File: config.mk
export PLATFORM = sky130hd
export DESIGN_NAME = fft_frame_feeder
export DESIGN_NICKNAME = d
export VERILOG_FILES = /design/src/rtl/fft_frame_feeder.sv
export SDC_FILE = /design/constraint.sdc
export NUM_CORES = 1
export LEC_CHECK = 0
export CAP_MARGIN = 20
export CORE_ASPECT_RATIO = 2
export CORE_UTILIZATION = 35
export DETAILED_ROUTE_END_ITERATION = 7
export GPL_ROUTABILITY_DRIVEN = 0
export PLACE_DENSITY = 0.65
export SYNTH_ARGS = -nofsm -noshare
export SYNTH_HDL_FRONTEND = slang
export SYNTH_SLANG_ARGS = --single-unit
File: constraint.sdc
create_clock -name clk_in -period 4.8 [get_ports clk_in]
set_input_delay 0.48 -clock clk_in [delete_from_list [all_inputs] [get_ports clk_in]]
set_output_delay 0.48 -clock clk_in [all_outputs]
set_load 0.05 [all_outputs]
File: src/rtl/fft_frame_feeder.sv
// fft_frame_feeder: buffers recorder samples and emits fixed-length AXI-stream FFT frames.
// Build option FEEDER_PAD_EN: zero-pad flushed partial frames to FRAME_LEN instead of cutting them short.
module fft_frame_feeder #(
  parameter int SAMPLE_WIDTH = 8,
  parameter int DATA_WIDTH   = 32,
  parameter int FRAME_LEN    = 2048,
  parameter int FIFO_DEPTH   = 16
) (
  input  logic                    clk_in,
  input  logic                    rst_in,
  input  logic                    enable_in,
  input  logic                    audio_valid_in,
  input  logic [SAMPLE_WIDTH-1:0] audio_in,
  input  logic                    flush_in,
  output logic [DATA_WIDTH-1:0]   m_axis_tdata,
  output logic                    m_axis_tvalid,
  input  logic                    m_axis_tready,
  output logic                    m_axis_tlast,
  output logic [15:0]             frame_count_out,
  output logic [15:0]             overflow_count_out,
  output logic                    busy_out
);

  localparam int HW = DATA_WIDTH / 2;
  localparam int AW = $clog2(FIFO_DEPTH);
  localparam int IW = $clog2(FRAME_LEN);
  localparam logic [AW:0]   FULL     = (AW + 1)'(FIFO_DEPTH);
  localparam logic [AW:0]   ONE      = (AW + 1)'(1);
  localparam logic [IW-1:0] LAST_IDX = IW'(FRAME_LEN - 1);

`ifdef FEEDER_PAD_EN
  typedef enum logic [1:0] {STREAM, FLUSH, PAD} state_t;
`else
  typedef enum logic [1:0] {STREAM, FLUSH} state_t;
`endif

  state_t state, state_nxt;

  logic [SAMPLE_WIDTH-1:0] mem [FIFO_DEPTH];
  logic [AW-1:0] wr_ptr, rd_ptr;
  logic [AW:0]   count, count_nxt;
  logic [IW-1:0] index, index_nxt;
  logic [HW-1:0] re;
  logic empty, xfer, pop, wr_req, push, drop;

  // Beat presentation: FIFO head in STREAM/FLUSH, forced zero beats when padding.
  always_comb begin
    empty = (count == '0);
    re = HW'(mem[rd_ptr]) << (HW - SAMPLE_WIDTH);
    m_axis_tdata = empty ? '0 : {{(DATA_WIDTH - HW){1'b0}}, re};
    m_axis_tvalid = !empty;
    m_axis_tlast = !empty && (index == LAST_IDX);
`ifdef FEEDER_PAD_EN
    if (state == PAD) begin
      m_axis_tvalid = 1'b1;
      m_axis_tlast = (index == LAST_IDX);
    end
`else
    // An empty FIFO here still owes one zero beat to close the frame.
    if (state == FLUSH) begin
      m_axis_tvalid = 1'b1;
      m_axis_tlast = (count <= ONE) || (index == LAST_IDX);
    end
`endif
  end

  // Handshake, FIFO bookkeeping and post-transfer beat index.
  always_comb begin
    xfer = m_axis_tvalid && m_axis_tready;
    pop = xfer && !empty;
    wr_req = audio_valid_in && enable_in && (state == STREAM);
    push = wr_req && ((count != FULL) || pop);
    drop = wr_req && (count == FULL) && !pop;
    count_nxt = count + (AW + 1)'(push) - (AW + 1)'(pop);
    index_nxt = index;
    if (xfer) index_nxt = m_axis_tlast ? '0 : index + 1'b1;
  end

  // Next state; a flush is judged against the state after this cycle's transfer.
  always_comb begin
    state_nxt = state;
    unique case (state)
      STREAM:
        if (flush_in && ((index_nxt != '0) || (count_nxt != '0)))
          state_nxt = FLUSH;
`ifdef FEEDER_PAD_EN
      FLUSH:
        if (empty) state_nxt = (index == '0) ? STREAM : PAD;
      PAD:
        if (xfer && m_axis_tlast) state_nxt = STREAM;
`else
      FLUSH:
        if (xfer && m_axis_tlast && (count_nxt == '0)) state_nxt = STREAM;
`endif
      default: state_nxt = STREAM;
    endcase
  end

  // Control registers and counters.
  always_ff @(posedge clk_in or posedge rst_in) begin
    if (rst_in) begin
      state <= STREAM;
      wr_ptr <= '0;
      rd_ptr <= '0;
      count <= '0;
      index <= '0;
      frame_count_out <= '0;
      overflow_count_out <= '0;
    end else begin
      state <= state_nxt;
      count <= count_nxt;
      index <= index_nxt;
      if (push) wr_ptr <= wr_ptr + 1'b1;
      if (pop) rd_ptr <= rd_ptr + 1'b1;
      if (xfer && m_axis_tlast) frame_count_out <= frame_count_out + 16'd1;
      if (drop && (overflow_count_out != 16'hFFFF))
        overflow_count_out <= overflow_count_out + 16'd1;
    end
  end

  // Sample storage; contents are don't-care while empty, so no reset.
  always_ff @(posedge clk_in) begin
    if (push) mem[wr_ptr] <= audio_in;
  end

  assign busy_out = (state != STREAM);

endmodule

==> impl_metrics.toml <==
[status]
status = "finished clean"

[pwr]
ir_worst_vdd_v = 0.000323
leakage_nw = 3.48
pwr_density_cell_nw_per_um2 = 526
finalPower_mw = 5.00

[sta]
rsz0062_at_grt = "false"
finalSetupViolCount = 0
slew_violations = 0
tightestPinTransition_ns = 1.03
worst_slew_margin_rel_pct = 31.2
fin_crit_sh_pct = 84.1
max_freq_mhz = 248
fin_hold_ws_ns = 0.441
finalCriticalPeriod_ns = 4.04
hold_viol = 0
clock-skew-final_ns = 0.0120
tns_ns = 0

[global_routing]
grt_use_total_pct = 14.7
met2_usage_pct = 28.9
overflow = 0
busiest_layer = "met2"
grt_start_max_net_pins = 36
grt_use_met3_pct = 2.81
antenna_found_initial = 0
first_global_vias = 4652
grt_pass1_wl_um = 25600
grtUsageMet1_pct = 14.4

[clock_network]
cts_resized = 0
cts_tree = "built"
clk_latency_ns = 0.42
cts_setup_buffers = 0
holdBufCountCts = 0
clock-root-buffer = "clkbuf_16"
clk_path_buf_depth = 2
cts.sinks = 185
clk_pin_slew_ns = 0.07
htree_levels = 4
cts_inserted_buffers = 17

[critical_path]
crit_path_end_kind = "register"
required_ns = 5.10
worstPathMaxFanout = 5
path_cells = "inv_1 -> ha_1 -> or4b_1 -> and2_1 -> ha_1 -> inv_1 -> ha_1 -> inv_1 -> fa_1 -> o21bai_1 -> a21oi_1 -> xor2_1 -> or4_1 -> a2111o_1 -> nor4_1 -> a21oi_1"
slowest_stage = "or4_1"
cp-start-kind = "register"
cp.arrival_ns = 4.34
worst-setup-path-type = "register to register"
slowest_delay_ns = 0.56

[synthesis]
ys_types = 51
yosys_warnings = 0
ys_seq_area_share_pct = 64.9
syn_avg_cell_area_um2 = 15.5
ys_seq_elements = 185
syn_area_um2 = 8120
synth_edf_count = 128
syn_inst = 523
ys.flop_type = "edfxtp_1"
async_reset_ff_share_pct = 30.8

[placement]
io_buffers = 56
dp_hpwl_um = 12000

[floorplan]
placeableCoreArea_um2 = 22700
die_h_um = 217
fp.dieW_um = 110
ios = 81
row_count = 78
start_util_pct = 35.7
fp.dieArea_um2 = 23900

[flow_run]
maxCapViolCount = 0

[layout]
num_antenna_cells = 0
area_growth_pct = 17.0
nets = 620
drive_gt1_share_pct = 15.8

[route]
via_per_inst = 4.95
drc = 0
drt_pass1_iterations = 4
drtIter0Drc = 287
vias = 4361
wire_per_inst_um = 18.4
wl_um = 16200
ant_nets = 0

[hold_path]
worstHoldPathType = "primary input to asynchronous set/reset pin"
==> worst max-delay path, delay by kind of cell, from the launching register on <==
family,cells,cell delay [ns]
flops,1,0.39
simple gates,4,1.43
xor+xnor,1,0.15
buf+inv,3,0.22
fa+ha+maj,4,1.05
compound gates,4,0.70
==> logic make-up (layout without fill, tap and decap cells) <==
logic type	Yosys count	in the layout	synth area share (%)
mux	46	46	11.9
compound gates	23	23	2.16
flops	185	185	64.9
fa+ha+maj	18	18	2.86
simple gates	141	141	9.09
other cells	1	24	0.0462
xor+xnor	46	46	4.96
buf+inv	63	118	4.11
==> layer usage <==
layer  vias to the layer above  wire (um)  part of all wire (%)
li1                       2019          -                     -
met5                         -          0                     0
met4                         0        296                   1.8
met1                      2223       5670                    35
met2                       104       9790                    60
met3                        15        479                   3.0
==> cell usage in the layout (no fill, tap or decap), types with 5 or more instances in the layout <==
| cell type | Yosys | routed |
|---|---|---|
| nand2_1 | 31 | 31 |
| and2_1 | 10 | 10 |
| nor3_1 | 7 | 7 |
| buf_4 | 25 | 10 |
| inv_1 | 20 | 19 |
| mux2_2 | 5 | 5 |
| clkbuf_16 | 0 | 17 |
| ha_1 | 17 | 17 |
| clkdlybuf4s50_1 | 0 | 56 |
| nor2_1 | 39 | 39 |
| edfxtp_1 | 128 | 128 |
| conb_1 | 1 | 24 |
| and3_1 | 6 | 6 |
| dfrtp_1 | 57 | 56 |
| nand4_1 | 16 | 16 |
| xor2_1 | 24 | 24 |
| xnor2_1 | 22 | 22 |
| mux4_2 | 40 | 40 |
| nand3_1 | 10 | 10 |
==> flip-flops by register name, indices dropped and copies added (netlist names) <==
signal / flops
count: 5
frame_count_out: 16
index: 11
mem: 128
overflow_count_out: 16
rd_ptr: 4
state: 1
wr_ptr: 4
==> cell type report <==
| type | count | area (um2) |
|---|---|---|
| clock buffer | 18 | 429 |
| clock inverter | 14 | 138 |
| fill | 2029 | 13200 |
| inverter | 20 | 75.1 |
| multi-input combinational | 298 | 2610 |
| sequential | 185 | 5270 |
| tap | 280 | 350 |
| timing repair buffer | 66 | 636 |
==> through the flow <==
step	setup WS, ns	instances	utilization (%)	area (um2)
finish	0.761	881	41.8	9510
global route	0.488	881	41.8	9510
CTS	0.747	881	41.8	9510
detailed placement	0.690	849	39.3	8940
global placement	0.756	849	39.3	8940
floorplan	0.734	546	-	8210
==> power breakdown <==
part / leakage (nW) / switching [mW] / internal (mW)
logic: 1.32 / 0.919 / 0.743
clock network: 0.273 / 0.611 / 0.728
registers: 1.89 / 0.195 / 1.80
==> final timing paths <==
| path | from | end | slack, ns | cells past startpoint |
|---|---|---|---|---|
| setup / recovery | count[2] | state[0] | 0.76 | 16 |
| hold / removal | rst_in | frame_count_out[0] | 0.44 | 2 |
| setup reg to reg | count[2] | state[0] | 0.76 | 16 |
| hold reg to reg | frame_count_out[15] | frame_count_out[15] | 0.48 | 1 |
| max in group asynchronous | rst_in | overflow_count_out[3] | 3.53 | 3 |
| min in group clk_in | frame_count_out[15] | frame_count_out[15] | 0.48 | 1 |
==> cell usage after synthesis (6+ instances only) <==
library cell | n | share of area (%)
and2_1 | 10 | 0.77
and3_1 | 6 | 0.46
buf_4 | 25 | 2.3
clkbuf_1 | 11 | 0.51
dfrtp_1 | 57 | 18
edfxtp_1 | 128 | 47
ha_1 | 17 | 2.6
inv_1 | 20 | 0.92
mux4_2 | 40 | 11
nand2_1 | 31 | 1.4
nand3_1 | 10 | 0.62
nand4_1 | 16 | 1.2
nor2_1 | 39 | 1.8
nor3_1 | 7 | 0.43
xnor2_1 | 22 | 2.4
xor2_1 | 24 | 2.6
Power figures use the tool's default switching activity.
